**src/rtl/ws2812b_nrz_decoder.sv**
```systemverilog
// ws2812b_nrz_decoder: WS2812B single-wire NRZ receiver producing 24-bit GRB words.
//   clk         - system clock
//   reset       - asynchronous active-low reset
//   din         - serial NRZ line, asynchronous to clk
//   pixel_data  - last completed word, first received bit at the MSB
//   pixel_valid - one-cycle strobe, pixel_data is new in that cycle
//   frame_end   - one-cycle strobe when the low latch gap is detected
//   bit_error   - one-cycle strobe on a width violation or a truncated pixel
//   busy        - high while a pulse or the low part of a bit is being timed
module ws2812b_nrz_decoder #(
    parameter int BIT_THRESHOLD_CLK_COUNTS = 30,
    parameter int MIN_HIGH_CLK_COUNTS      = 8,
    parameter int MAX_HIGH_CLK_COUNTS      = 56,
    parameter int RESET_LOW_CLK_COUNTS     = 2500,
    parameter int BITS_PER_PIXEL           = 24
) (
    input  logic                      clk,
    input  logic                      reset,
    input  logic                      din,
    output logic [BITS_PER_PIXEL-1:0] pixel_data,
    output logic                      pixel_valid,
    output logic                      frame_end,
    output logic                      bit_error,
    output logic                      busy
);
    localparam int HW = $clog2(MAX_HIGH_CLK_COUNTS + 1) + 1;
    localparam int LW = $clog2(RESET_LOW_CLK_COUNTS) + 1;
    localparam int BW = $clog2(BITS_PER_PIXEL);
    localparam logic [HW-1:0] MIN_W    = HW'(MIN_HIGH_CLK_COUNTS);
    localparam logic [HW-1:0] MAX_W    = HW'(MAX_HIGH_CLK_COUNTS);
    localparam logic [HW-1:0] THR_W    = HW'(BIT_THRESHOLD_CLK_COUNTS);
    localparam logic [LW-1:0] GAP_W    = LW'(RESET_LOW_CLK_COUNTS);
    localparam logic [BW-1:0] LAST_BIT = BW'(BITS_PER_PIXEL - 1);

    typedef enum logic [1:0] {IDLE, HIGH, LOW, ERROR} state_t;

    state_t                    state_q, state_d;
    logic [2:0]                sync_q, sync_d;
    logic [HW-1:0]             high_cnt_q, high_cnt_d;
    logic [LW-1:0]             low_cnt_q, low_cnt_d;
    logic [BW-1:0]             bit_cnt_q, bit_cnt_d;
    logic [BITS_PER_PIXEL-1:0] shift_q, shift_d;
    logic [BITS_PER_PIXEL-1:0] pixel_data_q, pixel_data_d;
    logic                      pixel_valid_q, pixel_valid_d;
    logic                      frame_end_q, frame_end_d;
    logic                      bit_error_q, bit_error_d;
    logic                      din_s, din_p, rise;
    logic [BITS_PER_PIXEL-1:0] next_word;

    // sync_q[1:0] is the two-flop synchronizer, sync_q[2] the edge-detect delay
    assign din_s     = sync_q[1];
    assign din_p     = sync_q[2];
    assign rise      = din_s & ~din_p;
    assign next_word = {shift_q[BITS_PER_PIXEL-2:0], high_cnt_q > THR_W};

    always_comb begin
        sync_d        = {sync_q[1:0], din};
        state_d       = state_q;
        high_cnt_d    = high_cnt_q;
        low_cnt_d     = low_cnt_q;
        bit_cnt_d     = bit_cnt_q;
        shift_d       = shift_q;
        pixel_data_d  = pixel_data_q;
        pixel_valid_d = 1'b0;
        frame_end_d   = 1'b0;
        bit_error_d   = 1'b0;
        case (state_q)
            IDLE: begin
                if (rise) begin
                    state_d    = HIGH;
                    high_cnt_d = HW'(1);
                end
            end
            HIGH: begin
                // Staying in HIGH means din_s was 1 last cycle, so a 0 here is the falling edge
                if (din_s && high_cnt_q >= MAX_W) begin
                    state_d     = ERROR;
                    high_cnt_d  = MAX_W + 1'b1;
                    low_cnt_d   = '0;
                    shift_d     = '0;
                    bit_cnt_d   = '0;
                    bit_error_d = 1'b1;
                end else if (din_s) begin
                    high_cnt_d = high_cnt_q + 1'b1;
                end else if (high_cnt_q < MIN_W) begin
                    state_d     = ERROR;
                    low_cnt_d   = '0;
                    shift_d     = '0;
                    bit_cnt_d   = '0;
                    bit_error_d = 1'b1;
                end else begin
                    state_d   = LOW;
                    low_cnt_d = LW'(1);
                    shift_d   = next_word;
                    bit_cnt_d = bit_cnt_q + 1'b1;
                    if (bit_cnt_q == LAST_BIT) begin
                        bit_cnt_d     = '0;
                        shift_d       = '0;
                        pixel_data_d  = next_word;
                        pixel_valid_d = 1'b1;
                    end
                end
            end
            LOW: begin
                if (din_s) begin
                    state_d    = HIGH;
                    high_cnt_d = HW'(1);
                end else begin
                    low_cnt_d = low_cnt_q + 1'b1;
                    if (low_cnt_d == GAP_W) begin
                        // A latch gap with bits pending means the pixel was truncated
                        state_d     = IDLE;
                        low_cnt_d   = '0;
                        frame_end_d = 1'b1;
                        bit_error_d = bit_cnt_q != '0;
                        bit_cnt_d   = '0;
                        shift_d     = '0;
                    end
                end
            end
            ERROR: begin
                low_cnt_d = din_s ? '0 : low_cnt_q + 1'b1;
                if (low_cnt_d == GAP_W) begin
                    state_d   = IDLE;
                    low_cnt_d = '0;
                end
            end
            default: state_d = IDLE;
        endcase
    end

    always_ff @(posedge clk or negedge reset) begin
        if (!reset) begin
            state_q       <= IDLE;
            sync_q        <= '0;
            high_cnt_q    <= '0;
            low_cnt_q     <= '0;
            bit_cnt_q     <= '0;
            shift_q       <= '0;
            pixel_data_q  <= '0;
            pixel_valid_q <= 1'b0;
            frame_end_q   <= 1'b0;
            bit_error_q   <= 1'b0;
        end else begin
            state_q       <= state_d;
            sync_q        <= sync_d;
            high_cnt_q    <= high_cnt_d;
            low_cnt_q     <= low_cnt_d;
            bit_cnt_q     <= bit_cnt_d;
            shift_q       <= shift_d;
            pixel_data_q  <= pixel_data_d;
            pixel_valid_q <= pixel_valid_d;
            frame_end_q   <= frame_end_d;
            bit_error_q   <= bit_error_d;
        end
    end

    assign pixel_data  = pixel_data_q;
    assign pixel_valid = pixel_valid_q;
    assign frame_end   = frame_end_q;
    assign bit_error   = bit_error_q;
    assign busy        = (state_q == HIGH) || (state_q == LOW);
endmodule

```
**config.mk**
```make
export PLATFORM = sky130hd
export DESIGN_NAME = ws2812b_nrz_decoder
export DESIGN_NICKNAME = d
export VERILOG_FILES = /design/src/rtl/ws2812b_nrz_decoder.sv
export SDC_FILE = /design/constraint.sdc
export NUM_CORES = 1
export LEC_CHECK = 0
export ABC_AREA = 0
export CAP_MARGIN = 10
export CORE_MARGIN = 1
export CORE_UTILIZATION = 54
export CTS_BUF_LIST = sky130_fd_sc_hd__clkbuf_2
export DETAILED_ROUTE_END_ITERATION = 10
export PLACE_DENSITY = 0.84
export REMOVE_ABC_BUFFERS = 1
export SLEW_MARGIN = 10
export SYNTH_ARGS = -nofsm -noshare
export SYNTH_HDL_FRONTEND = slang
export SYNTH_SLANG_ARGS = --single-unit
```
**constraint.sdc**
```tcl
create_clock -name clk -period 3 [get_ports clk]
set_clock_uncertainty 0.2 [all_clocks]
set_input_delay 0.75 -clock clk [delete_from_list [all_inputs] [get_ports clk]]
set_output_delay 0.75 -clock clk [all_outputs]
set_load 0.01 [all_outputs]
```
==> run_results.csv <==
group,metric,value,unit
cts,cts_tree,"built",
sta,finalSetupTns,0,ns
run_status,outcome,"completed",
global_route,grt_pass1_wl,11800,um
finish,finish.utilization,64.3,%
logic_synthesis,synth_top_area_share,52.6,%
cts,insertion_delay,0.53,ns
cts,cts.clk_slew.worst_paths,0.21,ns
finish,final_common_cell,"dfrtp_1",
worst_setup_path,r2r_start,"low_cnt_q[0]$_DFFE_PN0P_",
worst_hold_path,hold_class,"flip-flop to flip-flop",
logic_synthesis,ys_warn_count,0,
sta,setup_viol,0,
finish,fin_cells,517,
logic_synthesis,synth_area_per_cell,9.89,um^2
sta,fmax,351,MHz
logic_synthesis,synth_cell_types,51,
cts,cts_made_buffers,9,
placed_design,dp_hpwl,4830,um
logic_synthesis,yosys-top-cells-area,"dfrtp_1 (53%), mux2_2 (7.1%), nand2_1 (7.0%)",
pwr,ir_worst_vdd,0.000398,V
worst_setup_path,critical_path_class,"flip-flop to output pin",
cts,cts_sinks,80,
routing,drtAntennaViolNets,0,
finish,final_cell_mix,"dfrtp_1 (78), nand2_1 (71), o21ai_0 (49)",
pwr,leakagePower,1.94,nW
global_route,grt_pass1_vias,2630,
sta,drv_slew,0,
sta,rsz0062_at_grt,"false",
flow_run,cap_violations,0,
cts,clockBufferDepth,2,
worst_setup_path,required,2.05,ns
finish,syn2layout_area_growth,14.8,%
finish,ff_latch_area,0.00200,mm^2
cts,htreeDepth,3,
placed_design,io_buffer_count,30,
finish,finalInstanceArea,0.00437,mm^2
sta,relSlewSlack,52.7,%
logic_synthesis,synth-async-reset-ratio,100,%
worst_hold_path,min_from,"sync_q[0]$_DFF_PN0_",
sta,timing.final.ws_setup,0.154,ns
global_route,grt_max_degree,54,
die,placementRows,30,
pwr,finalPower,2.45,mW
die,die_y,86.0,um
cts,root_buffer,"clkbuf_2",
sta,min_period,2.85,ns
routing,vias_per_cell,5.56,
sta,period_share,94.9,%
die,core,0.00679,mm^2
finish,final_nets,428,
global_route,grt.total_usage,20.4,%
pwr,power_density,561,mW/mm^2
logic_synthesis,synthesis.instances,385,
routing,drt_iter0_drc,155,
logic_synthesis,ys_ff_latch,80,
finish,diodes,0,
sta,worst_slew_pin_slew,0.710,ns
worst_setup_path,cp-start-kind,"flip-flop",
worst_setup_path,critPathLaunch,"state_q[0]$_DFFE_PN0P_",
worst_setup_path,worstSetupEndpointType,"output pin",
routing,totalWireLength,6950,um
placed_design,gp_congestion,0.888,
global_route,grt-ovfl-total,0,
routing,num_vias,2873,
logic_synthesis,seq_area_frac_synth,52.6,%
logic_synthesis,ys.flop_type,"dfrtp_1",
placed_design,dp_cells,500,
routing,drc_errors,0,
logic_synthesis,synth_edf_count,0,
die,dieArea,0.00739,mm^2
finish,multi_input_area,0.00169,mm^2
die,chipWidth,86.0,um
global_route,antenna_found_initial,0,
worst_setup_path,crit_fanout,3,
sta,whs,0.179,ns
finish,fill_cells,534,
routing,detail_route.wl_per_cell,13.4,um
routing,dr.pass1.iters,4,
die,initial_core_util,56.0,%
die,io_pins,31,
sta,hold_viol,0,
finish,drive_gt1_share,13.8,%
placed_design,placed_area,0.00424,mm^2
logic_synthesis,netlist_area,0.00381,mm^2
logic_synthesis,synth.largest_area_cell,"dfrtp_1",
worst_setup_path,critPathArrivalTime,1.90,ns
placed_design,preCtsSetupSlack,0.226,ns
-- synth_stat cells (all sizes together) (6+ instances only) --
cell type and n:
dfrtp 80, nand2 71, clkbuf 16, inv 11, o21ai 50, nand4 6
ha 9, nor3 11, nor2 18, mux2 24, nand3 10, a21oi 13
-- flip-flops by register name, summed over array words and instances, names as in the netlist, 2 cells and up --
signal,count
low_cnt_q,13
high_cnt_q,7
state_q,2
pixel_data,24
bit_cnt_q,5
shift_q,23
sync_q,3
-- logic make-up after synthesis --
kind of cell	Yosys count	synth area share, %
flip-flops	80	52.6
XOR/XNOR	3	0.690
AND/OR/NAND/NOR	146	18.3
AO/OA/AOI/OAI	91	14.7
adder cells (fa/ha/maj)	9	2.96
buffers and inverters	31	3.35
multiplexers	25	7.36
-- critical path, cell delays in order, from the launching register on --
cell             delay [ns]
dfrtp_1                0.42
inv_1                  0.08
ha_1                   0.32
clkdlybuf4s50_1        0.55
-- metal layers --
layer | vias up | share of wire (%) | global-route usage (%)
li1 | 1423 | - | -
met5 | - | 0 | 0
met4 | 0 | 1.4 | 7.27
met2 | 62 | 49 | 34.2
met3 | 11 | 3.7 | 4.62
met1 | 1377 | 46 | 26.2
-- where the power goes --
part | leakage [nW] | switching [mW] | internal (mW) | total (mW)
sequential | 1.10 | 0.0745 | 1.14 | 1.21
clock | 0.0659 | 0.378 | 0.192 | 0.570
combinational | 0.773 | 0.425 | 0.244 | 0.669
-- final timing paths --
path / cells past startpoint / to / slack [ns]
max: 3 / busy / 0.15
min: 0 / sync_q[1]$_DFF_PN0_ / 0.18
max reg2reg: 8 / bit_cnt_q[2]$_DFFE_PN0P_ / 0.20
min reg2reg: 0 / sync_q[1]$_DFF_PN0_ / 0.18
max in group asynchronous: 3 / shift_q[11]$_DFFE_PN0P_ / 1.53
min in group asynchronous: 2 / pixel_valid$_DFF_PN0_ / 0.47
-- what timing repair did --
item	4_1_cts	5_1_grt
hold endpoints to repair	36	0
resized for setup	0	2
endpoints found under the setup margin	0	3
hold buffers	1	0
setup buffers	0	0
-- area by class of cell --
| cell class | count | area share, % |
|---|---|---|
| Multi-Input combinational cell | 274 | 38.6 |
| Clock buffer | 9 | 1.03 |
| Sequential cell | 80 | 45.9 |
| Clock inverter | 7 | 1.63 |
| Inverter | 11 | 0.945 |
| Tap cell | 96 | 2.75 |
| Timing Repair Buffer | 40 | 9.17 |
No activity file was read; power rests on OpenSTA's default activity.
